### config.mk
export PLATFORM = sky130hd
export DESIGN_NAME = uart_frame_parser
export DESIGN_NICKNAME = d
export VERILOG_FILES = /design/src/rtl/uart_frame_parser_pkg.sv /design/src/rtl/uart_frame_parser_gap_timer.sv /design/src/rtl/uart_frame_parser.sv
export SDC_FILE = /design/constraint.sdc
export NUM_CORES = 1
export LEC_CHECK = 0
export ABC_AREA = 0
export CAP_MARGIN = 30
export CORE_UTILIZATION = 50
export DETAILED_ROUTE_END_ITERATION = 10
export MAX_ROUTING_LAYER = met4
export PLACE_DENSITY = 0.65
export SYNTH_ARGS = -nofsm -noshare
export SYNTH_HDL_FRONTEND = slang
export SYNTH_SLANG_ARGS = --single-unit
### constraint.sdc
create_clock -name clk -period 5.6 [get_ports clk]
set_input_delay 1.68 -clock clk [delete_from_list [all_inputs] [get_ports clk]]
set_output_delay 1.68 -clock clk [all_outputs]
set_load 0.01 [all_outputs]
### src/rtl/uart_frame_parser_pkg.sv
// Shared definitions for the UART frame parser: FSM encoding and default framing constants.
package uart_frame_parser_pkg;

  typedef enum logic [2:0] {
    S_IDLE    = 3'd0,
    S_LEN     = 3'd1,
    S_PAYLOAD = 3'd2,
    S_CHECK   = 3'd3,
    S_HOLD    = 3'd4
  } state_e;

  localparam logic [7:0] SYNC_BYTE_DEF = 8'hA5;
  localparam int         MAX_LEN_DEF   = 16;
  localparam int         TIMEOUT_DEF   = 50000;

endpackage

### src/rtl/uart_frame_parser_gap_timer.sv
// Inter-byte gap timer: counts idle cycles while enabled, pulses expired on the cycle the limit is hit.
module frame_gap_timer #(
  parameter int TIMEOUT_CYCLES = 50000
) (
  input  logic clk,
  input  logic rst,
  input  logic clear,
  input  logic enable,
  output logic expired
);

  localparam int CNT_W = $clog2(TIMEOUT_CYCLES + 1);

  logic [CNT_W-1:0] cnt_q, cnt_d;

  // A clear (strobe) in the expiry cycle suppresses the pulse.
  assign expired = enable && !clear && (cnt_q == CNT_W'(TIMEOUT_CYCLES - 1));

  always_comb begin
    cnt_d = cnt_q + CNT_W'(1);
    if (clear || !enable || expired) cnt_d = '0;
  end

  always_ff @(posedge clk or negedge rst) begin
    if (!rst) cnt_q <= '0;
    else      cnt_q <= cnt_d;
  end

endmodule

### src/rtl/uart_frame_parser.sv
// Framed-packet extractor behind the UART receiver: SYNC, length, payload, XOR checksum.
module uart_frame_parser
  import uart_frame_parser_pkg::*;
#(
  parameter logic [7:0] SYNC_BYTE      = SYNC_BYTE_DEF,
  parameter int         MAX_LEN        = MAX_LEN_DEF,
  parameter int         TIMEOUT_CYCLES = TIMEOUT_DEF,
  localparam int        LEN_W          = $clog2(MAX_LEN + 1),
  localparam int        ADDR_W         = $clog2(MAX_LEN)
) (
  input  logic              clk,
  input  logic              rst,
  input  logic              RxD_data_ready,
  input  logic [7:0]        RxD_data,
  output logic              frame_valid,
  output logic [LEN_W-1:0]  frame_len,
  input  logic [ADDR_W-1:0] rd_addr,
  output logic [7:0]        rd_data,
  input  logic              frame_ack,
  output logic              err_len,
  output logic              err_checksum,
  output logic              err_timeout,
  output logic              err_overrun
);

  state_e             state_q, state_d;
  logic [LEN_W-1:0]   len_q, len_d;
  logic [ADDR_W-1:0]  idx_q, idx_d;
  logic [7:0]         csum_q, csum_d;
  logic               valid_q, valid_d;
  logic [LEN_W-1:0]   flen_q, flen_d;
  logic               elen_q, elen_d, ecsum_q, ecsum_d;
  logic               eto_q, eto_d, eovr_q, eovr_d;
  logic               buf_we, expired, in_frame;
  logic [7:0]         payload_q [MAX_LEN];

  assign in_frame = (state_q == S_LEN) || (state_q == S_PAYLOAD) || (state_q == S_CHECK);

  frame_gap_timer #(.TIMEOUT_CYCLES(TIMEOUT_CYCLES)) u_gap (
    .clk     (clk),
    .rst     (rst),
    .clear   (RxD_data_ready),
    .enable  (in_frame),
    .expired (expired)
  );

  always_comb begin
    state_d = state_q;
    len_d   = len_q;
    idx_d   = idx_q;
    csum_d  = csum_q;
    elen_d  = 1'b0;
    ecsum_d = 1'b0;
    eto_d   = 1'b0;
    eovr_d  = 1'b0;
    buf_we  = 1'b0;
    unique case (state_q)
      S_IDLE: if (RxD_data_ready && RxD_data == SYNC_BYTE) state_d = S_LEN;
      S_LEN: if (RxD_data_ready) begin
        if (RxD_data == 8'd0 || RxD_data > 8'(MAX_LEN)) begin
          elen_d  = 1'b1;
          state_d = S_IDLE;
        end else begin
          len_d   = RxD_data[LEN_W-1:0];
          csum_d  = RxD_data;
          idx_d   = '0;
          state_d = S_PAYLOAD;
        end
      end
      S_PAYLOAD: if (RxD_data_ready) begin
        buf_we = 1'b1;
        csum_d = csum_q ^ RxD_data;
        idx_d  = idx_q + ADDR_W'(1);
        if (LEN_W'(idx_q) == len_q - LEN_W'(1)) state_d = S_CHECK;
      end
      S_CHECK: if (RxD_data_ready) begin
        if (RxD_data == csum_q) state_d = S_HOLD;
        else begin
          ecsum_d = 1'b1;
          state_d = S_IDLE;
        end
      end
      S_HOLD: begin
        // Bytes arriving while the buffer is held are dropped, never parsed.
        eovr_d = RxD_data_ready;
        if (frame_ack) state_d = S_IDLE;
      end
      default: state_d = S_IDLE;
    endcase
    if (expired) begin
      eto_d   = 1'b1;
      state_d = S_IDLE;
    end
    valid_d = (state_d == S_HOLD);
    flen_d  = valid_d ? len_d : '0;
  end

  always_ff @(posedge clk or negedge rst) begin
    if (!rst) begin
      state_q <= S_IDLE;
      len_q   <= '0;
      idx_q   <= '0;
      csum_q  <= '0;
      valid_q <= 1'b0;
      flen_q  <= '0;
      elen_q  <= 1'b0;
      ecsum_q <= 1'b0;
      eto_q   <= 1'b0;
      eovr_q  <= 1'b0;
    end else begin
      state_q <= state_d;
      len_q   <= len_d;
      idx_q   <= idx_d;
      csum_q  <= csum_d;
      valid_q <= valid_d;
      flen_q  <= flen_d;
      elen_q  <= elen_d;
      ecsum_q <= ecsum_d;
      eto_q   <= eto_d;
      eovr_q  <= eovr_d;
    end
  end

  // Payload storage is deliberately not reset.
  always_ff @(posedge clk) begin
    if (buf_we) payload_q[idx_q] <= RxD_data;
  end

  always_comb begin
    rd_data = 8'h00;
    if (LEN_W'(rd_addr) < flen_q) rd_data = payload_q[rd_addr];
  end

  assign frame_valid  = valid_q;
  assign frame_len    = flen_q;
  assign err_len      = elen_q;
  assign err_checksum = ecsum_q;
  assign err_timeout  = eto_q;
  assign err_overrun  = eovr_q;

endmodule

# --- Word-level counts from Yosys, hierarchy flattened ---
# Memory sizes are Yosys's and may differ from the RTL's.
# Index checks and enable logic that the tools add are counted.
totals:
  input_bits: 16
  register_bits: 46
  n_memories: 1
  wordCells: 80
  output_inout_bits: 18
  mem_bits_rw: 128
memory_table:
  columns: ["name", "depth", "word_bits", "rd", "rd_ports_with_merged_regs", "write_ports", "line_no", "text"]
  rows:
  - ["payload_q", 16, 8, 1, 0, 1, "uart_frame_parser.sv:35", "logic [7:0] payload_q [MAX_LEN];"]
op_classes:
  reduce_logical: 14
  order_cmp: 2
  add_sub_neg: 3
  n_mux: 36
  n_bitwise: 1
  eq_ne: 12
ops:
  columns: ["op", "n"]
  rows:
  - ["8-bit 2-to-1 mux", 4]
  - ["3-bit 2-to-1 mux", 8]
  - ["5-bit 2-to-1 mux", 4]
  - ["16-bit by 1-bit adder with 16-bit output, second input constant", 1]
  - ["16-bit equality test, second input constant", 1]
  - ["16-bit 2-to-1 mux", 1]
  - ["8-bit case mux with 2 select lines", 1]
  - ["3-bit case mux with 5 select lines", 1]
  - ["1-bit 2-to-1 mux", 12]
  - ["4-bit 2-to-1 mux", 3]
  - ["8-bit equality test", 1]
  - ["8-bit equality test, second input constant", 1]
  - ["8-bit by 5-bit greater-than comparator with 1-bit output, second input constant", 1]
  - ["8-bit zero test", 1]
  - ["4-bit case mux with 2 select lines", 1]
  - ["8-bit XOR", 1]
  - ["3-bit by 2-bit equality test with 1-bit output, second input constant", 2]
  - ["3-bit equality test, second input constant", 2]
  - ["2-bit != test, second input constant", 3]
  - ["4-bit by 5-bit equality test with 1-bit output", 1]
  - ["1-bit logical OR", 5]
  - ["4-bit by 5-bit less-than comparator with 1-bit output", 1]
  - ["5-bit by 1-bit subtractor with 5-bit output, second input constant", 1]
  - ["4-bit by 1-bit adder with 4-bit output, second input constant", 1]
  - ["7 further kinds", 10]

# --- Longest topological paths before layout ---
logic_depth:
  depth_word: 8
  ltp_mapped: 7
  ltp_nobuf: 6

# --- By module ---
# Synthesis repeated with hierarchy kept, for this count alone.
unflattened:
  hier_cells: 484
  area_unflattened_um2: 7739.9
modules_own_cells:
  columns: ["module", "seq_area_each_um2", "cells_per_inst", "instances", "area_per_inst_um2"]
  rows:
  - ["uart_frame_parser", 4594.4, 402, 1, 6811.5]
  - ["frame_gap_timer", 400.4, 82, 1, 928.4]

# --- Worst setup path after synthesis ---
# No wires, ideal clock.
synth_path:
  path_type: "input-to-output"
  from: "input rd_addr[0]"
  to: "output rd_data[0]"
  path_slack_ns: 0.956
  path_buffers: 2
  path_stages: 6
  arrival_ns: 2.964
  t_required_ns: 3.920
  cell_sequence: "buf_2 buf_2 nand2b_1 a21o_1 a211o_1 a21oi_1"
synth_via:
  elab_chain_len: 2
  word_cells_on_any_way: 3
  classes_between: "order compare: 1; mux: 1; memory: 1"
synth_lines:
  columns: ["item", "line_no", "text"]
  rows:
  - ["from (decl)", "uart_frame_parser.sv:17", "input logic [ADDR_W-1:0] rd_addr,"]
  - ["memory 16 x 8 bit or 4-bit by 5-bit less-than comparator with 1-bit output (tied branches)", null, null]
  - ["8-bit 2-to-1 mux (*)", "uart_frame_parser.sv:131", "if (LEN_W'(rd_addr) < flen_q) rd_data = payload_q[rd_addr];"]
  - ["to (decl)", "uart_frame_parser.sv:18", "output logic [7:0] rd_data,"]
# Mark *: on every way between the ends. The rest lies on a longest branch, timed or not.

# --- Final worst setup path ---
layout_path:
  from: "input rd_addr[1]"
  to: "output rd_data[5]"
# Same word-level chain as after synthesis.

==> run metrics <==
outcome finished with violations; failing checks DRC; CTS hold repair buffers 0; total number of vias 4431; Final HPWL DP 10500 um; crit-path most repeated cell clkdlybuf4s50_1; CTS tree built; Setup crit end kind primary output; worst path buffer plus inverter count 2; Clk pin slew, worst setup/hold paths 70 ps; number of H-tree levels 4; drt wl/cell 22.0 um; FF-to-FF setup slack 3170 ps; hold_sp u_gap.cnt_q[0]; Yosys top cell by area edfxtp_1; Inserted Clock Buffers 17; FMAX 0.180 GHz; vias in the first global route 4378; Compound-Gate Fraction of Synth Area 0.0436; placed cells 705; n_diodes 0; Crit path largest cell delay 570 ps; post-synth cell types 52; CP Class input pin to primary output; Worst VDD drop 0.231 mV; r2r startpoint state_q[0]; number of setup violations in the final report 0; clock skew 11.1 ps; Max-slew headroom 0.294; Gate Count Post-Synth 495; total of max-cap violations 0; Worst Tran Pin Value 1060 ps; Hold WC Path Type flip-flop to flip-flop; Final Wtd Congestion 0.765; die area 15700 um^2; first-pass GRT wire length 25500 um; largest family of logic cells by synthesized area multiplexers; WP data arrival 3880 ps; fin crit share 0.993; count of non-filler cells in the finished layout 737; Post-synth ARST share 0.264; Synth Area in Simple Gates 0.0959; fraction of layout cells with a size suffix above 1 0.193; Final TNS setup 0 ps; GRT overflow 0; number of port buffers 33; initial antenna violation count 0; post-synthesis adder-cell area fraction 0.0148; Clock Sinks 174; total core area 14700 um^2; final max-slew violation count 0; GRT Overall Usage 0.227; die height 125 um; post_cts resized 0; Synth Warn # 0; multiplexer share of the synthesized area 0.132; row cnt 44; Synth area leaders edfxtp_1 (51%), dfrtp_1 (15%), mux4_2 (9.5%); sequential cell area fraction in the yosys report 0.657; Post-Synth XOR/XNOR Area 0.0311; layout overhead on the synthesized area 16.3%; drt pass-1 iters 8; DIE WIDTH 125 um; Synth Net Count 520; via/cell ratio 6.01; Critical Path, Cell by Cell clkdlybuf4s50_1 > ha_1 > a21o_1 > a211o_2 > a21oi_1 > clkdlybuf4s50_1; Power per Cell Area 327 nW/um^2; syn avg cell area 15.4 um^2; CP delay by family, top buffers and inverters; crit path launch type input pin; Leak 3.10 nW; Syn Std Cell Area 7610 um^2; final wirelength 16200 um; Post-CTS Setup Bufs 0; Post-synth EDFFs 128; Slowest-stage cell, CP clkdlybuf4s50_1; RSZ-0062 raised after global routing false; most frequent cell after synthesis edfxtp_1; largest net degree at the start of global routing 29; crit path from rd_addr[1]; starting density of the core 0.518; IO Pins 34; fin nets 565; post-synth top area share 0.505; commonest cells in the netlist edfxtp_1 (128), dfrtp_1 (46), mux4_2 (32); CTS Buffer Depth 2; post-route minimum period 5560 ps; ANT nets after route 0; fin util 0.602; latest clock arrival within the worst-skew pair 420 ps; Fin. Hold Viols 0; clk root buf clkbuf_16; Worst Path Required 3920 ps; Seq cells post-synth 174; drt initial violations 403; ys flop type edfxtp_1; DRC Markers 6; crit path max fanout 8
==> layout make-up <==
| cell class | instances | area [um^2] |
|---|---|---|
| clock buffers | 18 | 429 |
| clock inverters | 14 | 160 |
| fillers | 1078 | 5850 |
| inverters | 15 | 56.3 |
| multi-input cells | 276 | 2420 |
| flip-flops and latches | 174 | 4990 |
| well taps | 184 | 230 |
| repair buffers | 56 | 556 |
==> per-layer routing <==
layer	track usage	share of wire	up-vias
met4	0.0624	0.0094	0
met5	-	0	-
li1	-	-	2010
met1	0.307	0.45	2307
met2	0.360	0.50	101
met3	0.0355	0.038	13
==> power breakdown <==
group          internal [mW]  total [mW]  switching (mW)
clock                  0.667        1.17           0.501
sequential              1.42        1.47          0.0499
combinational          0.113       0.263           0.149
==> metrics by stage <==
stage / power, mW / cell area [um^2] / hold WS, ps / setup slack, ps
floorplan: 1.65 / 7610 / 463 / 956
global placement: 1.74 / 8240 / 483 / 57.2
detailed placement: 1.76 / 8260 / 492 / 44.4
CTS: 2.92 / 8840 / 508 / 35.3
global route: 3.00 / 8850 / 525 / 7.62
finish: 2.90 / 8850 / 513 / 39.8
==> flip-flops by register name (all words and copies together), names as in the netlist <==
name and flops:
u_gap.cnt_q 16, idx_q 4, frame_valid 1, state_q 3, err_overrun 1, err_len 1, err_timeout 1, err_checksum 1
frame_len 5, payload_q 128, len_q 5, csum_q 8
==> cell usage in the layout, fill, tap and decap left out, types with 3 or more instances in the layout <==
master and instances:
a211oi_1 6, a21oi_1 14, a22oi_1 6, and3_1 3
buf_12 5, buf_4 18, clkbuf_16 17, clkdlybuf4s50_1 31
clkinv_2 4, dfrtp_1 46, edfxtp_1 128, ha_1 9
inv_1 15, mux2_1 8, mux2i_1 18, mux4_2 32
nand2_1 21, nand3_1 14, nand4_1 6, nand4b_1 3
nor2_1 13, nor2_2 10, nor3_1 21, nor4_1 14
o21ai_0 7, o21ai_1 10, o22ai_1 3, or4b_1 3
xnor2_1 10, xor2_1 17
==> worst register-to-register path, cell delays in order, from the launching register on <==
cell	delay, ps
dfrtp_1	540
nor4bb_2	310
buf_4	260
nand3_1	170
nor2_1	770
==> cells by family after synthesis <==
kind of cell / count (synthesis)
AO/OA/AOI/OAI: 54
XOR/XNOR: 27
adder cells (fa/ha/maj): 9
buffers and inverters: 45
flip-flops: 174
multiplexers: 59
AND/OR/NAND/NOR: 127
==> path summary, 6_finish.rpt <==
path,to,cells after the start
min,u_gap.cnt_q[0],1
min reg2reg,u_gap.cnt_q[0],1
max in group asynchronous,u_gap.cnt_q[15],2
max,rd_data[5],6
min in group asynchronous,err_len,1
max reg2reg,payload_q[13][3],4
No activity file was read; power rests on OpenSTA's default activity.
